===== config.mk =====
export PLATFORM = sky130hd
export DESIGN_NAME = glitch_trigger_ctrl
export DESIGN_NICKNAME = d
export VERILOG_FILES = /design/src/rtl/glitch_trigger_ctrl.sv
export SDC_FILE = /design/constraint.sdc
export NUM_CORES = 1
export LEC_CHECK = 0
export ABC_AREA = 1
export ABC_CLOCK_PERIOD_IN_PS = 1350
export CORE_MARGIN = 2
export CORE_UTILIZATION = 40
export CTS_CLUSTER_DIAMETER = 30
export CTS_CLUSTER_SIZE = 12
export DETAILED_ROUTE_END_ITERATION = 10
export GPL_TIMING_DRIVEN = 0
export PLACE_DENSITY_LB_ADDON = 0.08
export SLEW_MARGIN = 20
export SYNTH_ARGS = -nofsm -noshare
export SYNTH_HDL_FRONTEND = slang
export SYNTH_SLANG_ARGS = --single-unit

===== constraint.sdc =====
create_clock -name clk -period 1.35 [get_ports clk]
set_input_delay 0.27 -clock clk [delete_from_list [all_inputs] [get_ports clk]]
set_output_delay 0.27 -clock clk [all_outputs]
set_load 0.02 [all_outputs]

===== src/rtl/glitch_trigger_ctrl.sv =====
// Glitch trigger controller: arm, wait for trigger, delay, then emit N glitch_en windows.
// Optional arm timeout is enabled by defining GLITCH_TIMEOUT_EN.
module glitch_trigger_ctrl #(
  parameter int unsigned DW = 16,
  parameter int unsigned WW = 8,
  parameter int unsigned CW = 4,
  parameter int unsigned TW = 24
) (
  input  logic          clk,
  input  logic          rst,
  input  logic          arm,
  input  logic          abort,
  input  logic          trig_pulse,
  input  logic [DW-1:0] cfg_delay,
  input  logic [WW-1:0] cfg_width,
  input  logic [WW-1:0] cfg_gap,
  input  logic [CW-1:0] cfg_count,
  input  logic [TW-1:0] cfg_timeout,
  output logic          glitch_en,
  output logic          armed,
  output logic          busy,
  output logic          done,
  output logic          timeout
);

  typedef enum logic [2:0] {
    S_IDLE, S_ARMED, S_DELAY, S_GLITCH, S_GAP, S_DONE
  } state_t;

  state_t        state_q, state_d;
  logic [DW-1:0] delay_q, dcnt_q, dcnt_d;
  logic [WW-1:0] width_q, gap_q, wcnt_q, wcnt_d;
  logic [CW-1:0] count_q, rcnt_q, rcnt_d;
  logic          latch;
  logic          tmo_hit;
  logic          to_fire;

`ifdef GLITCH_TIMEOUT_EN
  logic [TW-1:0] tcnt_q;
  logic          tmo_en_q;

  always_ff @(posedge clk) begin
    if (rst) begin
      tcnt_q   <= '0;
      tmo_en_q <= 1'b0;
    end else if (latch) begin
      tcnt_q   <= cfg_timeout;
      tmo_en_q <= (cfg_timeout != '0);
    end else if (state_q == S_ARMED && tcnt_q != '0) begin
      tcnt_q <= tcnt_q - TW'(1);
    end
  end

  assign tmo_hit = tmo_en_q && (tcnt_q == TW'(1));
`else
  logic unused_cfg_timeout;
  assign unused_cfg_timeout = ^cfg_timeout;
  assign tmo_hit = 1'b0;
`endif

  always_comb begin
    state_d = state_q;
    dcnt_d  = dcnt_q;
    wcnt_d  = wcnt_q;
    rcnt_d  = rcnt_q;
    latch   = 1'b0;
    to_fire = 1'b0;
    case (state_q)
      S_IDLE: begin
        if (arm && !abort) begin
          state_d = S_ARMED;
          latch   = 1'b1;
        end
      end
      S_ARMED: begin
        // a trigger on the last timeout cycle takes priority over the timeout
        if (trig_pulse) begin
          rcnt_d = count_q;
          if (delay_q == '0) begin
            state_d = S_GLITCH;
            wcnt_d  = width_q;
          end else begin
            state_d = S_DELAY;
            dcnt_d  = delay_q;
          end
        end else if (tmo_hit) begin
          state_d = S_IDLE;
          to_fire = 1'b1;
        end
      end
      S_DELAY: begin
        if (dcnt_q == DW'(1)) begin
          state_d = S_GLITCH;
          wcnt_d  = width_q;
        end else begin
          dcnt_d = dcnt_q - DW'(1);
        end
      end
      S_GLITCH: begin
        if (wcnt_q == WW'(1)) begin
          if (rcnt_q > CW'(1)) begin
            state_d = S_GAP;
            wcnt_d  = gap_q;
            rcnt_d  = rcnt_q - CW'(1);
          end else begin
            state_d = S_DONE;
          end
        end else begin
          wcnt_d = wcnt_q - WW'(1);
        end
      end
      S_GAP: begin
        if (wcnt_q == WW'(1)) begin
          state_d = S_GLITCH;
          wcnt_d  = width_q;
        end else begin
          wcnt_d = wcnt_q - WW'(1);
        end
      end
      S_DONE:  state_d = S_IDLE;
      default: state_d = S_IDLE;
    endcase
    if (abort && state_q != S_IDLE) begin
      state_d = S_IDLE;
      to_fire = 1'b0;
    end
  end

  // outputs are registered from the next-state decode so they align with the state
  always_ff @(posedge clk) begin
    if (rst) begin
      state_q   <= S_IDLE;
      dcnt_q    <= '0;
      wcnt_q    <= '0;
      rcnt_q    <= '0;
      delay_q   <= '0;
      width_q   <= '0;
      gap_q     <= '0;
      count_q   <= '0;
      glitch_en <= 1'b0;
      armed     <= 1'b0;
      busy      <= 1'b0;
      done      <= 1'b0;
      timeout   <= 1'b0;
    end else begin
      state_q <= state_d;
      dcnt_q  <= dcnt_d;
      wcnt_q  <= wcnt_d;
      rcnt_q  <= rcnt_d;
      if (latch) begin
        delay_q <= cfg_delay;
        width_q <= (cfg_width == '0) ? WW'(1) : cfg_width;
        gap_q   <= (cfg_gap   == '0) ? WW'(1) : cfg_gap;
        count_q <= (cfg_count == '0) ? CW'(1) : cfg_count;
      end
      glitch_en <= (state_d == S_GLITCH);
      armed     <= (state_d == S_ARMED);
      busy      <= (state_d == S_DELAY) || (state_d == S_GLITCH) || (state_d == S_GAP);
      done      <= (state_d == S_DONE);
      timeout   <= to_fire;
    end
  end

endmodule


# Yosys cells after proc, flatten, opt, wreduce, memory -nomap -nowiden
# Index checks and enable logic that the tools add are counted.
# word_totals
ff_bits,71
input_bits,65
out_inout_bits,5
wordCells,81
# op_classes
n_addsub,3
order_cmp,1
n_eq_ne,19
mux,29
reduce_logical,17
# op_table
cell,n
$mux 8,8
$mux 16,3
$pmux 16 s2,1
$pmux 8 s4,1
$mux 3,6
$eq 16x1->1 const B,1
$logic_not 16->1,1
$logic_not 8->1,2
$mux 4,4
$sub 16x1->16 const B,1
$pmux 3 s5,1
$ne 2x2->1 const B,7
$eq 3x2->1 const B,4
$eq 3x3->1 const B,3
$eq 8x1->1 const B,1
$pmux 4 s2,1
$reduce_and 4->1,2
$sub 8x1->8 const B,1
$eq 3x1->1 const B,2
$reduce_and 5->1,1
$gt 4x1->1 const B,1
$logic_not 4->1,1
$mux 1,4
$reduce_bool 2->1,2
8 further kinds,10

# Depth between registers and ports, before layout
# depth
word_depth,8
ltp_mapped,12
ltp_nobuf,11

# Least setup slack after synthesis
# No wires, ideal clock.
# synth_timing
path_type,flip-flop to flip-flop
from,register wcnt_q[1]
to,register wcnt_q[6]
setup_ps,113
arrival_ps,1338
t_required_ps,1237
path_slack_ps,-101
path_stages_with_launch,13
path_buffers,1
synth_period_minus_slack_ps,1451
cell_sequence,dfxtp_1 > inv_1 > ha_1 > nand3_1 > nor2_2 > nand3_1 > nand2_1 > inv_2 > nand3_2 > buf_6 > nand2_1 > nand2_1 > nor2_1
# synth_via
elab_chain_len,3
elab_cells_between_ends,7
cone_classes,add/sub (1); eq/ne (2); mux (3); reduce/logical (1)
# synth_rtl
element,line,text
start: declaration,32,"logic [WW-1:0] width_q, gap_q, wcnt_q, wcnt_d;"
start signal: assignment,148,wcnt_q <= wcnt_d;
$sub 8x1->8 / $eq 8x1->1 (equally long branches),-,
"$mux 8, or another cell as far along",113,if (wcnt_q == WW'(1)) begin
$pmux 8 s4 / $reduce_and 5->1 (equally long branches),-,
# Parallel ways exist; a longest one is shown, timed or not.
# A chain may end at the register's enable or synchronous reset.

# Worst setup path in the final report
# layout_timing
from,register state_q[0]
to,register dcnt_q[5]
# layout_via
elab_chain_len,3
elab_cells_between_ends,8
cone_classes,eq/ne (5); mux (1); reduce/logical (2)
# layout_rtl
element,line,text
start: declaration,30,"state_t state_q, state_d;"
start signal: assignment,146,state_q <= state_d;
$eq 3x2->1 / $eq 3x1->1 (equally long branches),68,case (state_q)
$ne 2x2->1 (no source line) / $reduce_bool 2->1 (equally long branches),-,
$reduce_and 4->1 (no source line),-,
end signal: assignment,147,dcnt_q <= dcnt_d;
end: declaration,31,"logic [DW-1:0] delay_q, dcnt_q, dcnt_d;"
# Parallel ways exist; a longest one is shown, timed or not.

==> impl_metrics.tcl <==
set metrics [dict create \
    clk_pin_slew_ns 0.09 \
    power.total_mw 6.91 \
    die_area_um2 10500 \
    violations "negative setup slack" \
    drc 0 \
    ys_seq_area_frac 0.365 \
    grt_pass1_vias 4172 \
    cts.htree.levels 3 \
    fin_nets 817 \
    synth_flop_cell "dfxtp_1" \
    gp_congestion 0.871 \
    ios 70 \
    ys_types 33 \
    max_stage_delay_ns 0.37 \
    layout_setup_ws_ns -0.234 \
    synth_common_cells "178 x nand2_1, 128 x nor2_1, 71 x dfxtp_1" \
    ys_async_sr_fraction 0 \
    cp-start-kind "flip-flop" \
    slew_violations 0 \
    power_density_nw_per_um2 1090 \
    grt.total_usage 0.267 \
    place_inst 793 \
    clkSinkCount 71 \
    post-route-period-util 1.17 \
    n_fill_cell 751 \
    yosysMostFrequentCell "nand2_1" \
    overflow 0 \
    routedWlPerCell_um 16.1 \
    syn-num-nets 692 \
    syn_inst 621 \
    place_area_um2 4590 \
    p_comb_frac 0.393 \
    layout-drive-gt1-share 0.438 \
    max-cap-violations 0 \
    start_util 0.417 \
    grt_util_met1 0.365 \
    wirelength_mm 14.2 \
    dp_hpwl_mm 8.01 \
    synth_top_area_share 0.365 \
    use_met2 0.440 \
    port_buffers 43 \
    ir_drop_mv 0.574 \
    setup_tns_ns -8.20 \
    criticalPathCategory "flip-flop to flip-flop" \
    p_int_mw 4.24 \
    cts-root-buf "clkbuf_8" \
    end_kind "flip-flop" \
    max_freq_mhz 631 \
    synth-edff-count 0 \
    worst_hold_path_type "primary input to flip-flop" \
    fin_cells 880 \
    via_count 4574 \
    final_util 0.683 \
    grt_most_used_layer "met2" \
    synth_seq_cells 71 \
    slew_headroom 0.444 \
    yosys.area.top_type "dfxtp_1" \
    multi_input_area_um2 2980 \
    register_area_um2 1480 \
    hold_viol 0 \
    swShare 0.387 \
    drt-initial-drc-count 257 \
    worstMarginPinSlew_ns 0.833 \
    drt_pass1_iterations 5 \
    rsz0062_at_grt "yes" \
    via_per_inst 5.20 \
    place_ws_ns -0.476 \
    rows 35 \
    setup_viol 69 \
    cts_hold_buf 0 \
    ant_nets 0 \
    path_cells "buf_4 -> nand3_4 -> inv_6 -> nand3_4 -> nand2_4 -> nor2_4 -> buf_6 -> nand2_1 -> nand2_1 -> nor2_1" \
    clk_latency_ns 0.37 \
    core_area_um2 9330 \
    leakage_nw 2.78 \
    synthesis.area_um2 3890 \
    yosys-top-cells-area "dfxtp_1 37%, nand2_1 17%, nor2_1 12%" \
    syn_area_per_cell_um2 6.26 \
    use_met3 0.0332 \
    antenna_found_initial 0 \
    slowest_stage "dfxtp_4" \
    grt_first_pass_wirelength_mm 21.4 \
    p_switching_mw 2.68 \
    worstPathRequired_ns 1.60 \
    ys_warn_count 0 \
    seqPwrFrac 0.355 \
    final_area_um2 6370 \
    antennaDiodeCount 0 \
    syn2layout_area_growth_pct 63.7 \
    fin_worst_skew_ns 0.0152 \
    die_w_um 103 \
    status "finished, violations left" \
    die_h_um 103 \
    p_clk_frac 0.251 \
    worstPathArrival_ns 1.84 \
    cts_tree "built" \
    fin_crit_ns 1.58 \
    hold-worst-slack_ns 0.282 \
    cts_made_buffers 9 \
    grt_max_degree 15 \
    clockBufferDepth 2 \
    crit_fanout 5 \
]
-- state kept, by name, summed over array words and instances (netlist names), 3 cells and up --
signal	flops
count_q	4
dcnt_q	16
delay_q	16
gap_q	8
rcnt_q	4
state_q	3
wcnt_q	8
width_q	8
-- final timing paths --
kind | startpoint | endpoint | slack (ns) | depth (start not counted)
setup reg to reg | state_q[0]$_SDFF_PP0_ | dcnt_q[5]$_SDFFE_PP0P_ | -0.23 | 10
hold / removal | rst | dcnt_q[7]$_SDFFE_PP0P_ | 0.28 | 2
setup / recovery | state_q[0]$_SDFF_PP0_ | dcnt_q[5]$_SDFFE_PP0P_ | -0.23 | 10
hold reg to reg | gap_q[1]$_SDFFE_PP0P_ | gap_q[1]$_SDFFE_PP0P_ | 0.48 | 2
-- critical path, delay by kind of cell (launching register included) --
| kind | cells | cell delay [ns] |
|---|---|---|
| simple gates | 7 | 0.71 |
| buf+inv | 3 | 0.38 |
| flops | 1 | 0.37 |
-- placed cells by master, fill, tap and decap left out, types with 8 or more instances in the layout --
master / count
nor2_4: 22
nand3_4: 9
o21ai_1: 9
dfxtp_2: 17
nand2_2: 30
nand2_1: 134
o21ai_2: 31
dfxtp_1: 44
clkdlybuf4s50_1: 39
nand3_1: 24
nor2_2: 22
a21oi_1: 8
buf_4: 43
buf_6: 30
a21oi_2: 17
inv_1: 31
nand2_4: 15
inv_2: 17
clkbuf_8: 12
nand3_2: 8
nor2_1: 94
o21ai_0: 14
dfxtp_4: 10
-- final cells by class --
class                      count  share of cell area
buffer                        22              0.0332
clock inverter                 6             0.00806
multi-input combinational    473               0.468
tap                          129              0.0253
clock buffer                  10              0.0216
sequential                    71               0.232
timing repair buffer         113               0.174
inverter                      56              0.0377
-- cells by family (layout without fill, tap and decap cells) --
family / Yosys count / count (layout) / synth area share
xor+xnor: 5 / 5 / 0.0113
flops: 71 / 71 / 0.365
simple gates: 370 / 371 / 0.399
buf+inv: 78 / 207 / 0.0843
compound gates: 90 / 90 / 0.120
fa+ha+maj: 6 / 6 / 0.0193
other cells: 1 / 1 / 0.000964
-- power groups by stage --
stage | Sequential, mW | Combinational [mW] | Clock, mW
finish | 2.46 | 2.72 | 1.74
global route | 2.48 | 2.94 | 1.83
CTS | 2.44 | 2.36 | 1.70
detailed placement | 2.47 | 1.64 | 0
global placement | 2.47 | 1.62 | 0
floorplan | 2.43 | 1.22 | 0
-- per-layer routing --
metal  part of all wire  up-vias
met5                  0        -
met4              0.028        0
met3              0.064       31
met2               0.48      191
met1               0.43     2127
li1                   -     2225
-- repair_timing --
action                                  4_1_cts  5_1_grt
endpoints found under the setup margin       75       71
buffers inserted                             44       18
resized for setup                           237      106
cloned                                       12        0
pin swaps                                    71       50
Power figures use the tool's default switching activity.
